==> src/rtl/rr_encoder_arbiter_pkg.sv <==
// Shared types and constants for the 4-requester round-robin arbiter.
package arb_pkg;
    localparam int NUM_REQ = 4;
    localparam int IDX_W   = 2;

    typedef logic [1:0] state_t;
    localparam state_t IDLE  = 2'd0;
    localparam state_t GRANT = 2'd1;
    localparam state_t TURN  = 2'd2;

    function automatic logic [NUM_REQ-1:0] onehot(input logic [IDX_W-1:0] idx);
        return NUM_REQ'(1) << idx;
    endfunction
endpackage

==> src/rtl/rr_encoder_arbiter_if.sv <==
// Request/grant bundle between requesters (master) and the arbiter (slave).
interface rr_encoder_arbiter_if;
    import arb_pkg::*;

    logic                enable;
    logic [NUM_REQ-1:0]  req;
    logic                owner_release;   // "release" is a reserved word
    logic [NUM_REQ-1:0]  grant;
    logic [IDX_W-1:0]    r;
    logic                grant_valid;
    logic                timeout;
    logic [9:0]          LEDR;

    modport master (output enable, req, owner_release,
                    input  grant, r, grant_valid, timeout, LEDR);
    modport slave  (input  enable, req, owner_release,
                    output grant, r, grant_valid, timeout, LEDR);
endinterface

==> src/rtl/rr_encoder_arbiter_pick.sv <==
// Combinational rotate-priority select: first requester at or above ptr, wrapping.
module rr_pick4
    import arb_pkg::*;
(
    input  logic [NUM_REQ-1:0] req,
    input  logic [IDX_W-1:0]   ptr,
    output logic [IDX_W-1:0]   win,
    output logic               any
);
    // Scan from the farthest offset down so the nearest requester wins.
    always_comb begin
        win = '0;
        for (int k = NUM_REQ - 1; k >= 0; k--) begin
            if (req[ptr + IDX_W'(k)])
                win = ptr + IDX_W'(k);
        end
    end

    assign any = |req;
endmodule

==> src/rtl/rr_encoder_arbiter.sv <==
// Round-robin arbiter FSM (IDLE/GRANT/TURN) with registered one-hot and encoded grant.
// Define ARB_TIMEOUT_EN to revoke a grant after MAX_HOLD cycles with a timeout pulse.
module rr_encoder_arbiter
    import arb_pkg::*;
#(
    parameter int MAX_HOLD = 16,
    parameter int CNT_W    = 5
) (
    input logic                 clk,
    input logic                 reset,
    rr_encoder_arbiter_if.slave bus
);
    if (MAX_HOLD < 2 || MAX_HOLD >= (1 << CNT_W)) begin : g_bad_param
        $error("MAX_HOLD must be >= 2 and fit in CNT_W bits");
    end

    state_t             state;
    logic [IDX_W-1:0]   ptr;
    logic [IDX_W-1:0]   owner;
    logic [NUM_REQ-1:0] grant_q;
    logic               valid_q;
    logic               timeout_q;
    logic [IDX_W-1:0]   win;
    logic               any;
    logic               done;
    logic               revoke;

    rr_pick4 u_pick (
        .req (bus.req),
        .ptr (ptr),
        .win (win),
        .any (any)
    );

    // Owner finishes by explicit release or by dropping its request.
    assign done = bus.owner_release || !bus.req[owner];

`ifdef ARB_TIMEOUT_EN
    logic [CNT_W-1:0] hold_cnt;

    assign revoke = (hold_cnt == CNT_W'(MAX_HOLD - 1));

    // Counter reads k-1 during the k-th grant cycle; release on the last cycle is not a timeout.
    always_ff @(posedge clk) begin
        if (reset) begin
            hold_cnt  <= '0;
            timeout_q <= 1'b0;
        end else begin
            timeout_q <= 1'b0;
            if (state == GRANT) begin
                hold_cnt <= hold_cnt + CNT_W'(1);
                if (revoke && !done)
                    timeout_q <= 1'b1;
            end else begin
                hold_cnt <= '0;
            end
        end
    end
`else
    assign revoke    = 1'b0;
    assign timeout_q = 1'b0;
`endif

    always_ff @(posedge clk) begin
        if (reset) begin
            state   <= IDLE;
            ptr     <= '0;
            owner   <= '0;
            grant_q <= '0;
            valid_q <= 1'b0;
        end else begin
            case (state)
                IDLE: if (bus.enable && any) begin
                    state   <= GRANT;
                    owner   <= win;
                    grant_q <= onehot(win);
                    valid_q <= 1'b1;
                    ptr     <= win + IDX_W'(1);
                end
                GRANT: if (done || revoke) begin
                    state   <= TURN;
                    owner   <= '0;
                    grant_q <= '0;
                    valid_q <= 1'b0;
                end
                TURN:    state <= IDLE;
                default: state <= IDLE;
            endcase
        end
    end

    assign bus.grant       = grant_q;
    assign bus.r           = owner;
    assign bus.grant_valid = valid_q;
    assign bus.timeout     = timeout_q;
    assign bus.LEDR        = {ptr, timeout_q, valid_q, owner, grant_q};
endmodule
==> src/flat_wrapper.sv <==
// flat-port wrapper written by rule: the top's interface ports become plain ports
module rr_encoder_arbiter_flat import arb_pkg::*;
#(
    parameter int MAX_HOLD = 16,
    parameter int CNT_W    = 5
)
  (clk, reset, bus_enable, bus_req, bus_owner_release, bus_grant, bus_r, bus_grant_valid, bus_timeout, bus_LEDR);
  rr_encoder_arbiter_if bus_i ();
  input logic clk;
  input logic reset;
  input wire logic [$bits(bus_i.enable)-1:0] bus_enable;
  input wire logic [$bits(bus_i.req)-1:0] bus_req;
  input wire logic [$bits(bus_i.owner_release)-1:0] bus_owner_release;
  output wire logic [$bits(bus_i.grant)-1:0] bus_grant;
  output wire logic [$bits(bus_i.r)-1:0] bus_r;
  output wire logic [$bits(bus_i.grant_valid)-1:0] bus_grant_valid;
  output wire logic [$bits(bus_i.timeout)-1:0] bus_timeout;
  output wire logic [$bits(bus_i.LEDR)-1:0] bus_LEDR;
  assign bus_i.enable = bus_enable;
  assign bus_i.req = bus_req;
  assign bus_i.owner_release = bus_owner_release;
  assign bus_grant = bus_i.grant;
  assign bus_r = bus_i.r;
  assign bus_grant_valid = bus_i.grant_valid;
  assign bus_timeout = bus_i.timeout;
  assign bus_LEDR = bus_i.LEDR;
  rr_encoder_arbiter #(.MAX_HOLD(MAX_HOLD), .CNT_W(CNT_W)) u_core (.clk(clk), .reset(reset), .bus(bus_i));
endmodule
==> config.mk <==
export PLATFORM = sky130hd
export DESIGN_NAME = rr_encoder_arbiter_flat
export DESIGN_NICKNAME = d
export VERILOG_FILES = /design/src/rtl/rr_encoder_arbiter_pkg.sv /design/src/rtl/rr_encoder_arbiter_if.sv /design/src/rtl/rr_encoder_arbiter_pick.sv /design/src/rtl/rr_encoder_arbiter.sv /design/src/flat_wrapper.sv
export SDC_FILE = /design/constraint.sdc
export NUM_CORES = 1
export LEC_CHECK = 0
export ABC_CLOCK_PERIOD_IN_PS = 1490
export CORE_MARGIN = 5
export CORE_UTILIZATION = 38
export DETAILED_ROUTE_END_ITERATION = 16
export GPL_TIMING_DRIVEN = 0
export PLACE_DENSITY = 0.74
export SYNTH_ARGS = -nofsm -noshare
export SYNTH_HDL_FRONTEND = slang
export SYNTH_HIERARCHICAL = 1
export SYNTH_SLANG_ARGS = --single-unit
==> constraint.sdc <==
create_clock -name clk -period 1.49 [get_ports clk]
set_clock_uncertainty 0.2 [all_clocks]
set_input_delay 0.447 -clock clk [delete_from_list [all_inputs] [get_ports clk]]
set_output_delay 0.447 -clock clk [all_outputs]
set_load 0.005 [all_outputs]
======== After elaboration in Yosys (flattened, before gate mapping) ========
Index checks and enable logic that the tools add are counted.
word-level totals
  input port bits ......................... 8
  bits in registers ....................... 11
  output and inout port bits .............. 18
  logic and storage cells ................. 53
operators by class
  equality and inequality tests ........... 3
  reductions and logical operators ........ 9
  $lt $le $gt $ge ......................... 5
  $add $sub $neg .......................... 4
  shift operators ......................... 1
  mux-type cells .......................... 26
operator list
  cell                 number
  $mux 2               8
  $lt 2x3->1 const B   5
  $bmux 1 s2           5
  $mux 4               2
  $pmux 2 s2           2
  $pmux 4 s2           1
  $mux 1               7
  $add 2x1->2 const B  2
  $add 2x2->2 const B  2
  $ne 2x1->1 const B   2
  $reduce_and 2->1     2
  $reduce_or 4->1      1
  $shl 1x2->4 const A  1
  $reduce_and 3->1     1
  $eq 2x1->1 const B   1
  $logic_not 2->1      1
  $pmux 1 s2           1
  $reduce_bool 2->1    1
  $logic_and 1x1->1    1
  $logic_not 1->1      1
  $logic_or 1x1->1     1

======== Longest topological paths before layout ========
Gate-level depths: netlist of run 1.
  depth after elaboration ................. 10
  depth in mapped cells ................... 7
  depth with buffers taken out ............ 7

======== Hierarchy ========
The synthesis of run 1 kept the hierarchy.
by module, submodules not included
  module              sequential area each (sq um)  times used  area an instance (sq um)  cells each
  rr_encoder_arbiter  220.2                         1           590.6                     62
  rr_pick4            0.0                           1           77.6                      13

======== Least setup slack after synthesis of run 1 ========
No wires, ideal clock.
  path type ............................... flip-flop to flip-flop
  start ................................... reg u_core.ptr[1]
  end ..................................... reg u_core.ptr[1]
  stages on the path, launching flop included .. 8
  arrival time ............................ 1.351 ns
  required time ........................... 1.169 ns
  buffers on the path ..................... 0
  setup slack ............................. -0.181 ns
  setup time .............................. 0.121 ns
  period minus slack after synthesis ...... 1.671 ns
  cells stage by stage .................... dfxtp_1 -> nand2b_1 -> a21oi_1 -> a211oi_2 -> inv_1 -> ha_1 -> nand2_1 -> a21oi_1
between the ends
  word-level cells in the longest chain between the ends .. 8
  elaborated cells between the ends (all ways) .. 16
  classes of those cells .................. add/sub (4); mux (12)
ends and longest elaborated chain
  what                          line                           RTL
  from (decl)                   rr_encoder_arbiter.sv:18       logic [IDX_W-1:0] ptr;
  from (signal assigned)        rr_encoder_arbiter.sv:78       ptr <= win + IDX_W'(1);
  $add 2x2->2                   rr_encoder_arbiter_pick.sv:14  if (req[ptr + IDX_W'(k)])
  $bmux 1 s2                    rr_encoder_arbiter_pick.sv:14
  $mux 1 (not written as such)  rr_encoder_arbiter_pick.sv:14
  $mux 2 (3 in series)          rr_encoder_arbiter_pick.sv:14
  $mux 2 *                      rr_encoder_arbiter_pick.sv:14
  named net u_core.win[0]       rr_encoder_arbiter.sv:23       logic [IDX_W-1:0] win;
  $add 2x1->2 *                 rr_encoder_arbiter.sv:78
The timed path passes the listed nets; every way through them passes the cells marked *. The select of a mux whose other input is x is not followed.
A chain may end at the register's enable or synchronous reset.

======== Worst setup path after layout of run 1 ========
Ends and elaborated chain as after synthesis.

==> impl_metrics.tcl, run 1 <==
set metrics [dict create \
    post-route-min-period_ps 1710 \
    initial_core_utilization_pct 39.1 \
    maximum_number_of_pins_on_one_net_before_global_route_repair 10 \
    setup_viol 9 \
    reg2reg_from "u_core/ptr[1]$_SDFFE_PP0P_" \
    post_synth_mux_area_share_pct 4.68 \
    synth-seq-cells 11 \
    timing.hold.ws_ps 268 \
    timing.rr.end "u_core/ptr[1]$_SDFFE_PP0P_" \
    report.final.slew_viol_count 0 \
    slowest_delay_ps 350 \
    cts_hold_buf 0 \
    clock_tree_root_buffer_cell "clkbuf_4" \
    tritoncts.num_buffers 3 \
    clock-sinks 11 \
    crit_path_max_fanout 6 \
    synth_top_family_by_area "compound AO/OA/AOI/OAI gates" \
    drt-wirelength-per-cell_microns 12.6 \
    post_synth_inst_count 75 \
    num_vias 649 \
    grt_setup_unrepaired "yes" \
    place_hpwl_microns 1100 \
    final_layout_size_suffix_gt1_share_pct 66.4 \
    crit_path_start_kind "flip-flop" \
    number_of_antenna_violations_at_the_first_check_in_global_routing 0 \
    critPathCaptureType "flip-flop" \
    overall_fraction_of_global_route_tracks_in_use_pct 13.6 \
    power_density_mw_per_mm2 782 \
    largest_area_contributor_in_the_synthesized_netlist "dfxtp_1" \
    worstHoldPathType "input port to flip-flop" \
    area_growth_pct 71.7 \
    drt_pass_1_iters 4 \
    critPathSlowestCell "dfxtp_4" \
    final_net_count 126 \
    post_synth_num_cell_types 23 \
    post-route-period-util_pct 115 \
    worst_path_setup_slack_after_routing_ps -223 \
    maxCapViolations 0 \
    clock_insertion_delay_worst_skew_ps 260 \
    insertedDiodeCount 0 \
    crit_arrival_ps 1670 \
    floorplan.rows 15 \
    place.gp.congestion 0.843 \
    ctsLongestPathBuffers 2 \
    r2r_slack_ps -220 \
    netlist_area_sq_um 668 \
    fmax_mhz 584 \
    hold_path_startpoint "reset" \
    setup_total_negative_slack_ps -1380 \
    placeableCoreArea_sq_mm 0.00171 \
    cp_num_cells 7 \
    initialDrtViolationCount 18 \
    tritoncts "built" \
    ctsHtreeMaxLevel 1 \
    seq_area_frac_synth_pct 33.0 \
    synthesis.area_per_instance_sq_um 8.91 \
    synth_top_area_share_pct 33.0 \
    die-width_microns 51.9 \
    via_count_of_the_first_global_routing_pass 611 \
    wl_microns 1740 \
    number_of_cells_on_the_worst_reg_to_reg_path 7 \
    drtAntennaViolNets 0 \
    run_status "finished with violations" \
    synthAdderAreaFrac_pct 7.49 \
    detail_route.drc_violations 0 \
    hold_depth 2 \
    synth_top_cells_by_area "dfxtp_1 (33%), buf_4 (10%), ha_1 (7.5%)" \
    ioPinCount 26 \
    path_cells "buf_6, mux2i_4, a211oi_4, inv_2, ha_1, nand2_1, a21oi_1" \
    die_height_microns 51.9 \
    via_per_inst 4.70 \
    setup.worst_path.start "u_core/ptr[1]$_SDFFE_PP0P_" \
    required_ps 1440 \
    grt_overflow 0 \
    synth_xor_area_share_pct 0 \
    synth_simple_gate_area_share_pct 18.0 \
    critical_path.top_delay_family "flip-flops" \
    critical_path.endpoint "u_core/ptr[1]$_SDFFE_PP0P_" \
    compound_gate_fraction_of_synth_area_pct 24.3 \
    yosysWarningCount 6 \
    leakage_nw 0.516 \
    floorplan.die_area_sq_mm 0.00270 \
    failed_checks "setup timing" \
    worstSetupPathType "flip-flop to flip-flop" \
    grt_pass1_wl_microns 2740 \
    timing_hold_violations_final 0 \
    cts.clk_slew.worst_paths_ps 70 \
    maximum_vdd_ir_drop_mv 0.633 \
    combined_buffer_and_inverter_count_along_the_critical_path 2 \
    io_buffer_count 22 \
]
[area by class of cell]
type,instances,area [sq um]
repair buffers,33,275
well taps,25,31.3
plain buffers,10,98.8
multi-input cells,53,472
fillers,145,561
flip-flops and latches,11,236
inverters,2,7.51
clock buffers,4,26.3
[timing repair]
action | in CTS | in global routing
setup buffers | 7 | 4
gates cloned | 0 | 0
pin swaps | 4 | 1
hold endpoints to repair | 0 | 0
endpoints found under the setup margin | 27 | 25
resized for setup | 77 | 38
[state kept, by name (all words and copies together) (netlist names)]
register,flops
u_core/bus.grant,4
u_core/bus.grant_valid,1
u_core/bus.r,2
u_core/ptr,2
u_core/state,2
[per-stage QoR]
stage               std cells  util (%)  area (sq um)  total power (W)  worst slack (ps)
finish                    138      67.2          1150         0.000897              -223
global route              138      67.2          1150         0.000960              -274
CTS                       134      62.3          1060         0.000845              -201
detailed placement        123      55.7           951         0.000606              -900
global placement          123      55.7           951         0.000599              -889
floorplan                  76         -           699         0.000494              -145
[logic make-up (layout without fill, tap and decap cells)]
group	count (synthesis)	count (layout)
AO/OA/AOI/OAI	18	18
adder cells (fa/ha/maj)	4	4
buffers and inverters	12	49
flip-flops	11	11
multiplexers	3	3
other	1	2
AND/OR/NAND/NOR	26	26
[metal layers]
metal	wire length [microns]	share of wire (%)	track usage (%)
met3	112	6.5	5.73
met1	737	42	16.8
met2	885	51	22.6
met4	0	0	1.31
met5	0	0	0
[power by group]
| group | internal, W | switching [W] | total [W] |
|---|---|---|---|
| logic | 0.000204 | 0.000153 | 0.000358 |
| clock network | 0.000104 | 0.0000936 | 0.000197 |
| registers | 0.000320 | 0.0000223 | 0.000343 |
| total | 0.000628 | 0.000269 | 0.000897 |
[synthesized netlist by cell type (all sizes together)]
library cell / number
a211oi: 4
nand3: 1
nand2: 5
ha: 4
mux2i: 2
buf: 10
a22o: 5
nor2b: 1
nor2: 12
dfxtp: 11
nor3b: 1
conb: 1
a21oi: 5
a2bb2oi: 1
o22ai: 1
a22oi: 1
inv: 2
and3: 1
mux2: 1
o21ai: 1
nand2b: 5
[how the worst min path moves through the flow]
| stage | endpoint |
|---|---|
| 2_1_floorplan | u_core/bus.grant[0]$_SDFFE_PP0P_ |
| 3_3_place_gp | u_core/bus.grant[3]$_SDFFE_PP0P_ |
| 3_5_place_dp | u_core/bus.grant[1]$_SDFFE_PP0P_ |
| 4_1_cts | u_core/ptr[1]$_SDFFE_PP0P_ |
| 5_1_grt | u_core/ptr[1]$_SDFFE_PP0P_ |
| 6_report | u_core/ptr[1]$_SDFFE_PP0P_ |
[layout by cell type, fill, tap and decap left out, types with 3 or more instances in the layout]
cell,instances
buf_6,19
clkbuf_4,3
clkbuf_2,10
nor2_2,4
buf_4,9
a21oi_1,3
nand2_1,5
dfxtp_2,7
nand2b_4,3
a22o_1,5
nor2_1,8
Note: power is estimated with default switching activity, not from simulation.
==> inputs of run 2 (changes only) <==
- CORE_UTILIZATION: 38 -> 40
- CTS_BUF_LIST: unset -> sky130_fd_sc_hd__clkbuf_2 sky130_fd_sc_hd__clkbuf_4 sky130_fd_sc_hd__clkbuf_8
- HOLD_SLACK_MARGIN: unset -> 0.08
- PLACE_DENSITY: 0.74 -> 0.77
- SKIP_LAST_GASP: unset -> 1
==> run 2 against run 1 <==
Clock power grew 16%. Largest power group unchanged. Critical path depth shrank 1. Design area grew 1.7%. Sequential cell count is the same. Routed wire length grew 17%. The flow still finishes with violations (setup timing).
==> impl_metrics.tcl, run 2 (synthesis results as in run 1) <==
set metrics [dict create \
    cts_hold_buf 0 \
    maximum_vdd_ir_drop_mv 0.582 \
    grt_overflow 0 \
    post-route-period-util_pct 118 \
    crit_path_max_fanout 5 \
    clock-sinks 11 \
    initialDrtViolationCount 4 \
    wl_microns 2030 \
    placement.cell_area_sq_um 940 \
    tritoncts.num_buffers 3 \
    final_design_area_no_fill_sq_mm 0.00117 \
    num_vias 693 \
    placeableCoreArea_sq_mm 0.00154 \
    largest_register_ffs 4 \
    report.final.slew_viol_count 0 \
    ioPinCount 26 \
    clock_tree_root_buffer_cell "clkbuf_4" \
    power_frac_comb_pct 39.6 \
    critPathCaptureType "flip-flop" \
    insertedDiodeCount 0 \
    failed_checks "setup timing" \
    maximum_number_of_pins_on_one_net_before_global_route_repair 10 \
    floorplan.die_area_sq_mm 0.00259 \
    required_ps 1450 \
    grt_pass1_wl_microns 3100 \
    clock_insertion_delay_worst_skew_ps 270 \
    drt-wirelength-per-cell_microns 15.3 \
    worst_path_setup_slack_after_routing_ps -265 \
    drtAntennaViolNets 0 \
    tritoncts "built" \
    postLayoutCoreUtil_pct 75.7 \
    place.gp.congestion 0.753 \
    layout_common_cells "buf_6 (19), buf_4 (13), nor2_1 (8), buf_2 (7), dfxtp_2 (6)" \
    area_growth_pct 74.7 \
    switching_share_of_power_pct 30.8 \
    initial_core_utilization_pct 43.3 \
    power_density_mw_per_mm2 811 \
    pwr-share-clk_pct 24.2 \
    setup_viol 11 \
    detail_route.drc_violations 0 \
    die_height_microns 50.9 \
    run_status "finished with violations" \
    number_of_antenna_violations_at_the_first_check_in_global_routing 0 \
    die-width_microns 50.9 \
    worstSetupPathType "flip-flop to flip-flop" \
    overall_fraction_of_global_route_tracks_in_use_pct 16.2 \
    power_switching_w 0.000292 \
    drt_pass_1_iters 4 \
    ctsHtreeMaxLevel 1 \
    grt_setup_unrepaired "yes" \
    power_report.internal_total_w 0.000655 \
    final_layout_size_suffix_gt1_share_pct 67.2 \
    maxCapViolations 0 \
    floorplan.rows 14 \
    timing_hold_violations_final 0 \
    crit_path_start_kind "flip-flop" \
    final_net_count 129 \
    crit_arrival_ps 1720 \
    via_per_inst 5.25 \
    fillers 103 \
    worstHoldPathType "input port to flip-flop" \
    cts.clk_slew.worst_paths_ps 70 \
    via_count_of_the_first_global_routing_pass 676 \
    layout_commonest_cell "buf_6" \
    io_buffer_count 22 \
    timing.hold.ws_ps 263 \
    ctsLongestPathBuffers 2 \
    leakage_nw 0.522 \
    post-route-min-period_ps 1760 \
    pwr-share-seq_pct 36.2 \
    fmax_mhz 570 \
    place_hpwl_microns 1230 \
]
run 2: cell types whose count changed in the layout (fill, tap and decap cells not counted), sizes merged:
| cell | previous run | this run |
|---|---|---|
| dlymetal6s2s | 1 | 0 |
| buf | 30 | 39 |
| clkdlybuf4s50 | 0 | 2 |
| clkdlybuf4s15 | 1 | 2 |
| clkbuf | 14 | 7 |
| dlygate4sd2 | 1 | 0 |
run 2: layout make-up:
cell class                      instances  area [sq um]  area share [%]
Tap cell                               16          20.0            1.71
Buffer                                  7          65.1            5.57
Timing Repair Buffer                   39           338            28.9
Multi-Input combinational cell         53           468            40.1
Inverter                                2          7.51           0.643
Sequential cell                        11           239            20.5
Clock buffer                            4          30.0            2.57
run 2: path summary, 6_finish.rpt:
kind / slack [ps] / startpoint / end / cells after the start
hold / removal: 260 / reset / u_core/ptr[1]$_SDFFE_PP0P_ / 2
setup reg to reg: -270 / u_core/ptr[1]$_SDFFE_PP0P_ / u_core/bus.grant[3]$_SDFFE_PP0P_ / 6
setup / recovery: -270 / u_core/ptr[1]$_SDFFE_PP0P_ / u_core/bus.grant[3]$_SDFFE_PP0P_ / 6
hold reg to reg: 300 / u_core/bus.grant[2]$_SDFFE_PP0P_ / u_core/bus.grant[2]$_SDFFE_PP0P_ / 1
run 2: power by group through the flow:
stage	Sequential [W]	Combinational [W]	Clock, W
after CTS	0.000341	0.000335	0.000243
after global placement	0.000352	0.000248	0
after global routing	0.000347	0.000401	0.000253
after floorplan	0.000349	0.000145	0
after detailed placement	0.000353	0.000255	0
final	0.000343	0.000375	0.000229
run 2: repair_timing:
action,4_1_cts,5_1_grt
setup buffers,14,4
endpoints found under the setup margin,27,20
cloned,0,0
pin swaps,8,8
resized for setup,105,19
run 2: layer usage:
metal / up-vias / wire length [microns] / global-route usage (%)
met3: 4 / 86 / 4.36
met1: 334 / 797 / 16.0
met2: 19 / 1110 / 29.5
li1: 336 / - / -
met5: - / 0 / 0
met4: 0 / 33 / 10.2
run 2: worst max-delay path, cell delays in order (launching register included):
cell and delay, ps:
dfxtp_4 350, buf_6 120, mux2i_1 260, a211oi_2 130, buf_4 160, ha_1 200
a22o_1 220
run 2: stage by stage:
step | setup WS (ps) | cells | TNS (ps) | total power, W
2_1_floorplan | -145 | 76 | -616 | 0.000494
3_3_place_gp | -883 | 114 | -8140 | 0.000600
3_5_place_dp | -931 | 114 | -8570 | 0.000608
4_1_cts | -183 | 132 | -1370 | 0.000918
5_1_grt | -313 | 132 | -2340 | 0.00100
6_report | -265 | 132 | -1780 | 0.000947
==> RTL edit (flow settings as in run 2) <==
The option `ARB_TIMEOUT_EN` is turned on by a define.
--- a/src/rtl/rr_encoder_arbiter.sv
+++ b/src/rtl/rr_encoder_arbiter.sv
@@ -1,5 +1,7 @@
 // Round-robin arbiter FSM (IDLE/GRANT/TURN) with registered one-hot and encoded grant.
 // Define ARB_TIMEOUT_EN to revoke a grant after MAX_HOLD cycles with a timeout pulse.
+`define ARB_TIMEOUT_EN
+
 module rr_encoder_arbiter
     import arb_pkg::*;
 #(
Formal check against the unedited RTL: same outputs for any inputs over 10 cycles, from zero or initial values and one cycle with reset high; that may be too few to reach the edited logic, so the function may still have changed.
==> RTL edit against run 2 <==
The run still ends with negative setup slack left; count of clock-buffer cells in the layout fell by 1; total power rose by 24%; combinational power is 11% higher; synthesized cell count grew 27%; sequential share of layout area up 3.6 points; setup slack worse by 130 ps; routed wire length increased by 21%; synthesized area grew 36%; cell area is 30% higher; sequential cell count grew 6; critical path depth increased by 1; critical path type unchanged; critical endpoint is now u_core/bus.r[1]; largest cell class unchanged.
==> RTL edit: results (changes against run 2) <==
metric	value	unit	change
status	finished, violations left		
failing checks	negative setup slack		
met3 Usage GRT	0.0267		-0.0169
clkbuf count	3		-1
combinational group power	417	uW	+11%
Non-clk invs	6		+4
M1 GR Usage	0.177		+0.0173
Cell variety after synth	34		+48%
CTS clk-pin slew, worst paths	100	ps	+30 ps
Synth Instances	95		+27%
Setup Viol. Count Final	15		+4
Routed met1 length	906	um	+14%
Hold Crit Start	u_core/hold_cnt[3]		
Hold EP	u_core/hold_cnt[3]		
number of global-route vias before repair	943		+39%
synthesis-to-layout area growth	66.8	%	
DR WL met2	1.38	mm	+24%
per-cell routed wire length	14.1	um	-7.9%
maximum VDD drop	0.000617	V	+6.1%
CP arrival	1920	ps	+200 ps
Final clock-cell share	0.0181		-0.00760
part of the power in registers	0.435		+0.073
Final Worst Setup Slack	-397	ps	-132 ps
total power	1170	uW	+24%
Vias	859		+24%
multi-input combinational area share	0.382		-0.0187
dpl cells	147		+29%
Worst R2R End	u_core/bus.r[1]		
RePlAce Congestion	0.799		+6.1%
TNS Setup	-3450	ps	-1670 ps
Area contributors post-synth	dfxtp_1 37%, ha_1 8.2%, buf_4 6.6%		
sequential share of cell area	0.241		+0.0358
global-route wire length before repair	4.22	mm	+36%
## RTL edit: cell types whose count changed in the layout (fill, tap and decap cells not counted), moves of 3 or more
cell      delta
buf_4        +5
dfxtp_1      +3
nand2_1      -3
inv_1        +5
clkbuf_2     +3
nor2_1       +6
buf_6        +4
## RTL edit: what timing repair did
| item | CTS | global route |
|---|---|---|
| endpoints found under the setup margin | 30 | 34 |
| setup buffers | 31 | 3 |
| pin swaps | 13 | 5 |
| resized for setup | 119 | 15 |
## RTL edit: cells by family (layout without fill, tap and decap cells)
logic type,after synthesis,after routing,synth area share
AOI/OAI and AO/OA,16,16,0.169
xor gates and xnor gates,2,2,0.0192
adders and majority gates,6,6,0.0824
buffers and inverters,16,67,0.100
DFF,17,17,0.374
muxes,5,5,0.0632
and+or+nand+nor,33,33,0.192
## RTL edit: worst max-delay path, cell delays in order, from the launching register on
cell and delay [ps]:
dfxtp_2 350, ha_4 150, and3_4 150, ha_4 170, nor3b_4 250, a22oi_4 140
o31ai_4 250, a22o_1 180
